<file path="config.mk">
export PLATFORM = sky130hd
export DESIGN_NAME = dfi_cmd_recorder
export DESIGN_NICKNAME = d
export VERILOG_FILES = /design/src/rtl/dfi_cmd_recorder_pkg.sv /design/src/rtl/dfi_cmd_recorder_fifo.sv /design/src/rtl/dfi_cmd_recorder.sv
export SDC_FILE = /design/constraint.sdc
export NUM_CORES = 1
export LEC_CHECK = 0
export BUFFER_PORTS_ARGS = -buffer_cell sky130_fd_sc_hd__buf_2
export CAP_MARGIN = 5
export CORE_MARGIN = 1
export CORE_UTILIZATION = 43
export DETAILED_ROUTE_END_ITERATION = 10
export SYNTH_ARGS = -nofsm -noshare
export SYNTH_HDL_FRONTEND = slang
export SYNTH_SLANG_ARGS = --single-unit
export TNS_END_PERCENT = 100
</file>
<file path="constraint.sdc">
create_clock -name clk -period 5.2 [get_ports clk]
set_clock_uncertainty 0.1 [all_clocks]
set_input_delay 0.26 -clock clk [delete_from_list [all_inputs] [get_ports clk]]
set_output_delay 0.26 -clock clk [all_outputs]
set_load 0.05 [all_outputs]
</file>
<file path="src/rtl/dfi_cmd_recorder_pkg.sv">
// Shared softMC instruction layout for the DFI command recorder.
// Field positions and type codes live here so the encoder never uses raw bit numbers.
package dfi_cmd_recorder_pkg;

  localparam int INSTR_W     = 32;
  localparam int TYPE_OFFSET = 28;
  localparam int TYPE_W      = 4;

  localparam logic [TYPE_W-1:0] INSTR_TYPE_WAIT = 4'd0;
  localparam logic [TYPE_W-1:0] INSTR_TYPE_DDR  = 4'd1;

  // DDR word layout: row bits from 0, bank at ROW_OFFSET, then WE/CAS/RAS, then CS.
  localparam int ROW_OFFSET = 16;
  localparam int WE_OFFSET  = 19;
  localparam int CAS_OFFSET = 20;
  localparam int RAS_OFFSET = 21;
  localparam int CS_OFFSET  = 22;

  typedef enum logic {
    ST_IDLE  = 1'b0,
    ST_COUNT = 1'b1
  } rec_state_e;

  function automatic logic [INSTR_W-1:0] wait_word(input logic [TYPE_OFFSET-1:0] n);
    logic [INSTR_W-1:0] w;
    w = '0;
    w[TYPE_OFFSET +: TYPE_W] = INSTR_TYPE_WAIT;
    w[TYPE_OFFSET-1:0]       = n;
    return w;
  endfunction

endpackage

</file>
<file path="src/rtl/dfi_cmd_recorder_fifo.sv">
// trace_fifo2w: FIFO accepting zero, one or two words per cycle and releasing one.
// A two-word write is all-or-nothing so a WAIT is never separated from its command.
module trace_fifo2w #(
  parameter int DEPTH = 16,
  parameter int W     = 32
) (
  input  logic         clk,
  input  logic         rst_n,
  input  logic         wr_en,
  input  logic         wr_pair,
  input  logic [W-1:0] wr_data0,
  input  logic [W-1:0] wr_data1,
  input  logic         rd_en,
  output logic [W-1:0] rd_data,
  output logic         rd_valid,
  output logic         wr_drop
);

  localparam int AW = $clog2(DEPTH);

  logic [W-1:0]  mem [DEPTH];
  logic [AW-1:0] wr_ptr_reg, rd_ptr_reg;
  logic [AW:0]   count_reg;
  logic          pop, accept;
  logic [1:0]    wr_num;
  logic [AW+1:0] need;

  assign pop    = rd_en && (count_reg != '0);
  assign wr_num = wr_en ? (wr_pair ? 2'd2 : 2'd1) : 2'd0;
  // Space is judged after this cycle's pop, so a full FIFO being read can still take a word.
  assign need   = (AW+2)'(count_reg) - (AW+2)'(pop) + (AW+2)'(wr_num);
  assign accept = wr_en && (need <= (AW+2)'(DEPTH));
  assign wr_drop = wr_en && !accept;

  always_ff @(posedge clk) begin
    if (accept) begin
      mem[wr_ptr_reg] <= wr_data0;
      if (wr_pair) mem[wr_ptr_reg + 1'b1] <= wr_data1;
    end
  end

  always_ff @(posedge clk or negedge rst_n) begin
    if (!rst_n) begin
      wr_ptr_reg <= '0;
      rd_ptr_reg <= '0;
      count_reg  <= '0;
    end else begin
      if (accept) wr_ptr_reg <= wr_ptr_reg + AW'(wr_num);
      if (pop)    rd_ptr_reg <= rd_ptr_reg + 1'b1;
      count_reg <= count_reg - (AW+1)'(pop) + (accept ? (AW+1)'(wr_num) : '0);
    end
  end

  assign rd_valid = (count_reg != '0);
  assign rd_data  = rd_valid ? mem[rd_ptr_reg] : '0;

endmodule

</file>
<file path="src/rtl/dfi_cmd_recorder.sv">
// Snoops DFI slot 0 and re-encodes issued commands as softMC words, with idle
// gaps folded into WAIT words, buffered in a dual-write trace FIFO.
module dfi_cmd_recorder
  import dfi_cmd_recorder_pkg::*;
#(
  parameter int ROW_WIDTH  = 15,
  parameter int BANK_WIDTH = 3,
  parameter int CS_WIDTH   = 1,
  parameter int FIFO_DEPTH = 16,
  parameter int WAIT_W     = 28
) (
  input  logic                    clk,
  input  logic                    rst_n,
  input  logic                    en,
  input  logic [ROW_WIDTH*8-1:0]  dfi_address,
  input  logic [BANK_WIDTH*8-1:0] dfi_bank,
  input  logic                    dfi_ras_n,
  input  logic                    dfi_cas_n,
  input  logic                    dfi_we_n,
  input  logic [7:0]              dfi_cs_n,
  input  logic [7:0]              mc_ACT_n,
  output logic [31:0]             instr_out,
  output logic                    instr_valid,
  input  logic                    instr_ready,
  output logic                    overflow
);

  localparam int ADDR_BITS = ROW_WIDTH - 3;
  localparam logic [WAIT_W-1:0] WAIT_MAX = '1;

  logic [ADDR_BITS-1:0]  addr_s0;
  logic [BANK_WIDTH-1:0] bank_s0;

  for (genvar gi = 0; gi < ADDR_BITS; gi++) begin : g_addr
    assign addr_s0[gi] = dfi_address[8*gi];
  end
  for (genvar gi = 0; gi < BANK_WIDTH; gi++) begin : g_bank
    assign bank_s0[gi] = dfi_bank[8*gi];
  end

  logic unused_inputs;
  assign unused_inputs = ^{dfi_address, dfi_bank, dfi_cs_n, mc_ACT_n};

  logic        is_act, cmd_cycle;
  logic [31:0] cmd_word;

  assign is_act    = (mc_ACT_n[1:0] == 2'b00);
  assign cmd_cycle = en && !dfi_cs_n[0];

  always_comb begin
    cmd_word = '0;
    cmd_word[TYPE_OFFSET +: TYPE_W]   = INSTR_TYPE_DDR;
    cmd_word[CS_OFFSET +: CS_WIDTH]   = dfi_cs_n[CS_WIDTH-1:0];
    cmd_word[ROW_OFFSET +: BANK_WIDTH] = bank_s0;
    cmd_word[ADDR_BITS-1:0]           = addr_s0;
    cmd_word[RAS_OFFSET] = is_act ? 1'b0 : dfi_ras_n;
    cmd_word[CAS_OFFSET] = is_act ? 1'b1 : dfi_cas_n;
    cmd_word[WE_OFFSET]  = is_act ? 1'b1 : dfi_we_n;
  end

  rec_state_e        state_reg, state_next;
  logic [WAIT_W-1:0] count_reg, count_next;
  logic [TYPE_OFFSET-1:0] count_ext, max_ext;

  always_comb begin
    count_ext = '0;
    count_ext[WAIT_W-1:0] = count_reg;
    max_ext = '0;
    max_ext[WAIT_W-1:0] = WAIT_MAX;
  end

  logic        push_en, push_pair;
  logic [31:0] push_d0, push_d1;

  // ST_COUNT means a nonzero idle run is pending and must be flushed as a WAIT.
  always_comb begin
    state_next = state_reg;
    count_next = count_reg;
    push_en    = 1'b0;
    push_pair  = 1'b0;
    push_d0    = cmd_word;
    push_d1    = cmd_word;
    if (cmd_cycle) begin
      push_en    = 1'b1;
      count_next = '0;
      state_next = ST_IDLE;
      if (state_reg == ST_COUNT) begin
        push_pair = 1'b1;
        push_d0   = wait_word(count_ext);
      end
    end else if (en) begin
      if (count_reg == WAIT_MAX - 1'b1) begin
        push_en    = 1'b1;
        push_d0    = wait_word(max_ext);
        count_next = '0;
        state_next = ST_IDLE;
      end else begin
        count_next = count_reg + 1'b1;
        state_next = ST_COUNT;
      end
    end else begin
      count_next = '0;
      state_next = ST_IDLE;
      if (state_reg == ST_COUNT) begin
        push_en = 1'b1;
        push_d0 = wait_word(count_ext);
      end
    end
  end

  always_ff @(posedge clk or negedge rst_n) begin
    if (!rst_n) begin
      state_reg <= ST_IDLE;
      count_reg <= '0;
    end else begin
      state_reg <= state_next;
      count_reg <= count_next;
    end
  end

  logic wr_drop;

  trace_fifo2w #(
    .DEPTH(FIFO_DEPTH),
    .W    (32)
  ) u_fifo (
    .clk     (clk),
    .rst_n   (rst_n),
    .wr_en   (push_en),
    .wr_pair (push_pair),
    .wr_data0(push_d0),
    .wr_data1(push_d1),
    .rd_en   (instr_ready),
    .rd_data (instr_out),
    .rd_valid(instr_valid),
    .wr_drop (wr_drop)
  );

  always_ff @(posedge clk or negedge rst_n) begin
    if (!rst_n) overflow <= 1'b0;
    else if (wr_drop) overflow <= 1'b1;
  end

endmodule
</file>
==> reports/summary.log <==
INFO  run_status     run_status=finished, final reports clean
INFO  clock_network  cts_setup_buffers=0
INFO  detailed_routing avgViaCountPerCell=6.855
INFO  detailed_routing detailroute.via_count=20280
INFO  detailed_routing firstDrtPassIters=6
INFO  placed_design  post-place-ws=0.3460ns
INFO  sta            slew_violations=0
INFO  global_route   grt_first_pass_wirelength=129300µm
INFO  flow_run       timing.max_cap.violations=0
INFO  power_and_ir_drop power_report.internal_total=9.242mW
INFO  worst_setup_path worst_ep_required_time=5.58ns
INFO  placed_design  placed_area=26730µm²
INFO  global_route   grt_pass1_vias=19530
INFO  sta            worst_rel_slew_slack=9.025%
INFO  synth          asyncSetResetFlopFracSynth=8.481%
INFO  worst_setup_path cp.arrival=5.17ns
INFO  synth          ys_ff_latch=507
INFO  detailed_routing antenna_left=0
INFO  global_route   largest_net_degree_at_the_start_of_global_routing=77
INFO  floorplanning  placement_rows=88
INFO  min_path       holdCritPathClass=input pin to flip-flop
INFO  cells_and_area filler_cell_count=5064
INFO  clock_network  tritoncts=built
INFO  global_route   gr-usage-all-layers=29.62%
INFO  sta            report.final.setup_viol=0
INFO  power_and_ir_drop p_leak=9.306nW
INFO  detailed_routing avgRoutedWirePerCell=30.19µm
INFO  synth          ys.warnings.count=0
INFO  synth          ys_seq_area_share=53.43%
INFO  global_route   grt_antenna_before_repair=2
INFO  global_route   grt.overflow.total=0
INFO  power_and_ir_drop switching_power=7.005mW
INFO  synth          synth.avg_cell_area=11.63µm²
INFO  worst_setup_path critPathLaunchType=flip-flop
INFO  power_and_ir_drop pwr_density_cell=572.3nW/µm²
INFO  sta            layout_worst_path_cycle_share=92.09%
INFO  cells_and_area largest_reg_flops=464
INFO  floorplanning  floorplan.die_area=59330µm²
INFO  cells_and_area finalInstanceArea=28390µm²
INFO  power_and_ir_drop max-vdd-ir-drop=0.0004384V
INFO  floorplanning  num_io_pins=201
INFO  power_and_ir_drop clock_power_share=22.5%
INFO  detailed_routing route.detailed.drc=0
INFO  sta            hold_violations=0
INFO  floorplanning  initial_util=43.49%
INFO  power_and_ir_drop power_switching_share=43.12%
INFO  detailed_routing wl=89330µm
INFO  floorplanning  die_width=243.6µm
INFO  sta            max_freq=208.8MHz
INFO  power_and_ir_drop post_route_total_power=16.25mW
INFO  placed_design  port-buffer-count=55
INFO  clock_network  cts_inserted_buffers=51
INFO  cells_and_area final_layout_size_suffix_gt1_share=21.97%
INFO  synth          yosysUniqueCellTypes=68
INFO  sta            fin_ws=0.4113ns
INFO  cells_and_area diodes=0
INFO  placed_design  final_weighted_congestion_in_routability_driven_placement=0.8489
INFO  placed_design  dpl.cell_count=2861
INFO  floorplanning  core-area=57700µm²
INFO  worst_setup_path worstPathMaxFanout=7
INFO  clock_network  clock_latency_late_sink=0.62ns
INFO  synth          synth-main-ff-cell=sky130_fd_sc_hd__edfxtp_1
INFO  clock_network  clk_path_buf_depth=3
INFO  synth          synth-edff-count=304
INFO  detailed_routing detailedRoute.firstIterationViolations=2995
INFO  sta            max_slew.worst_pin.slew=1.361ns
INFO  worst_setup_path worst-setup-path-type=flip-flop to flip-flop
INFO  sta            rsz_0062_raised_after_global_routing=no
INFO  clock_network  clk_tree_root_cell=sky130_fd_sc_hd__clkbuf_16
INFO  synth          synthesis.instances=2158
INFO  synth          mappedNetlistArea=25090µm²
INFO  cells_and_area final_instance_count_without_filler_cells=2959
INFO  clock_network  cts.sink_count=507
INFO  power_and_ir_drop power.share.combinational=44.9%
INFO  placed_design  hpwl=50710µm
INFO  sta            period_minus_slack=4.789ns
INFO  floorplanning  die-height=243.6µm
INFO  power_and_ir_drop seq_power_share=32.6%
INFO  worst_setup_path cp-end-kind=flip-flop
INFO  cells_and_area number_of_nets_in_the_layout=2340
INFO  worst_setup_path setup.reg_to_reg.worst_slack=0.41ns
INFO  cells_and_area layout_area_growth_over_synthesis=13.12%
INFO  clock_network  level_count_of_the_clock_h_tree=2
INFO  clock_network  path_clk_slew=0.06ns
[stage by stage]
step	util, %	TNS, ns	hold WS, ns
after floorplan	-	-3.880	-0.1356
after global placement	46.33	0	0.3042
after detailed placement	46.33	0	0.3234
after CTS	49.15	0	0.03745
after global routing	49.20	0	0.07690
final	49.20	0	0.04277
[kinds of logic after synthesis]
group / after synthesis / share of synthesized area [%]
AO/OA/AOI/OAI: 577 / 14.41
XOR/XNOR: 32 / 1.117
adder cells (fa/ha/maj): 20 / 1.087
buffers and inverters: 263 / 4.124
flip-flops: 507 / 53.43
multiplexers: 167 / 13.90
other: 1 / 0.01494
AND/OR/NAND/NOR: 591 / 11.91
[routing by layer]
metal	part of all wire, %	vias to the layer above	wire [µm]	GRT usage, %
met5	0	-	0	0
met4	3.8	0	3418	11.19
met3	12	243	10840	6.940
met2	46	1434	40860	45.72
met1	38	10120	34210	40.61
li1	-	8484	-	-
[power groups by stage]
stage | Sequential, mW | Combinational [mW] | Clock (mW)
after global routing | 5.35 | 7.61 | 3.83
after detailed placement | 5.37 | 7.14 | 0
after floorplan | 5.00 | 5.05 | 0
final | 5.29 | 7.29 | 3.66
after global placement | 5.34 | 7.03 | 0
after CTS | 5.28 | 7.15 | 3.68
[timing repair]
| action | in CTS | in global routing |
|---|---|---|
| setup endpoints to repair | 0 | 6 |
| hold buffers | 1 | 0 |
| gates resized for setup | 0 | 4 |
| endpoints found under the hold margin | 43 | 0 |
[cells in the final DEF (no fill, tap or decap), types with 33 or more instances in the layout]
cell and count:
sky130_fd_sc_hd__edfxtp_1 304, sky130_fd_sc_hd__o22ai_1 268, sky130_fd_sc_hd__nor3_1 160, sky130_fd_sc_hd__dfxtp_1 160, sky130_fd_sc_hd__mux4_2 145, sky130_fd_sc_hd__a21oi_1 122
sky130_fd_sc_hd__nand2_1 113, sky130_fd_sc_hd__buf_4 102, sky130_fd_sc_hd__nor2_1 88, sky130_fd_sc_hd__buf_2 57, sky130_fd_sc_hd__o21ai_0 53, sky130_fd_sc_hd__nand3_1 52
sky130_fd_sc_hd__clkbuf_16 51, sky130_fd_sc_hd__dfrtp_1 39, sky130_fd_sc_hd__or2_2 37, sky130_fd_sc_hd__and2_1 33
[cell usage after synthesis (all sizes together), types with 34 or more instances]
master	number	area (µm²)
edfxtp	304	9129
o22ai	274	1714
clkbuf	182	684.4
nor3	162	810.8
dfxtp	160	3203
mux4	145	3266
a21oi	123	615.6
nand2	114	430.4
nor2	92	350.3
o21ai	68	340.3
buf	56	256.5
nand3	53	265.3
dfrtp	43	1076
or2	38	237.7
and2	34	212.7
[final timing paths]
check                      depth (start not counted)                               end                           start
setup / recovery                                  20     u_fifo.count_reg[4]$_DFF_PN0_         count_ext[10]$_DFF_PN0_
hold / removal                                     3  u_fifo.rd_ptr_reg[0]$_DFFE_PN0P_                     instr_ready
setup reg to reg                                  20     u_fifo.count_reg[4]$_DFF_PN0_         count_ext[10]$_DFF_PN0_
hold reg to reg                                    2    u_fifo.mem[9][12]$_SDFFE_PP0P_  u_fifo.mem[9][12]$_SDFFE_PP0P_
max in group asynchronous                          3  u_fifo.rd_ptr_reg[1]$_DFFE_PN0P_                           rst_n
min in group asynchronous                          3            count_ext[8]$_DFF_PN0_                           rst_n
[worst max-delay path, cell delays in order (launching register included)]
cell                       delay (ns)
sky130_fd_sc_hd__dfrtp_1         0.49
sky130_fd_sc_hd__and4_2          0.38
sky130_fd_sc_hd__nand4_1         0.19
sky130_fd_sc_hd__o31ai_4         0.25
sky130_fd_sc_hd__nand2_1         0.12
sky130_fd_sc_hd__nor2_2          0.18
sky130_fd_sc_hd__ha_1            0.24
sky130_fd_sc_hd__nand3_1         0.15
sky130_fd_sc_hd__a2111o_1        0.40
sky130_fd_sc_hd__and3_1          0.29
sky130_fd_sc_hd__a211oi_4        0.36
sky130_fd_sc_hd__nand2_1         0.15
sky130_fd_sc_hd__nor2_1          0.21
sky130_fd_sc_hd__ha_1            0.22
sky130_fd_sc_hd__inv_1           0.07
sky130_fd_sc_hd__fa_1            0.45
sky130_fd_sc_hd__inv_1           0.07
sky130_fd_sc_hd__a21oi_1         0.06
sky130_fd_sc_hd__nor2_1          0.08
sky130_fd_sc_hd__nor2_1          0.06
sky130_fd_sc_hd__xnor2_1         0.12
[layout make-up]
cell class,count,area (µm²),share of cell area (%)
Clock inverter,22,192.7,0.6788
Sequential cell,507,13420,47.27
Multi-Input combinational cell,1390,10890,38.37
Inverter,25,93.84,0.3306
Clock buffer,72,1425,5.021
Timing Repair Buffer,178,1406,4.954
Tap cell,765,957.2,3.372
No activity file was read; power rests on OpenSTA's default activity.
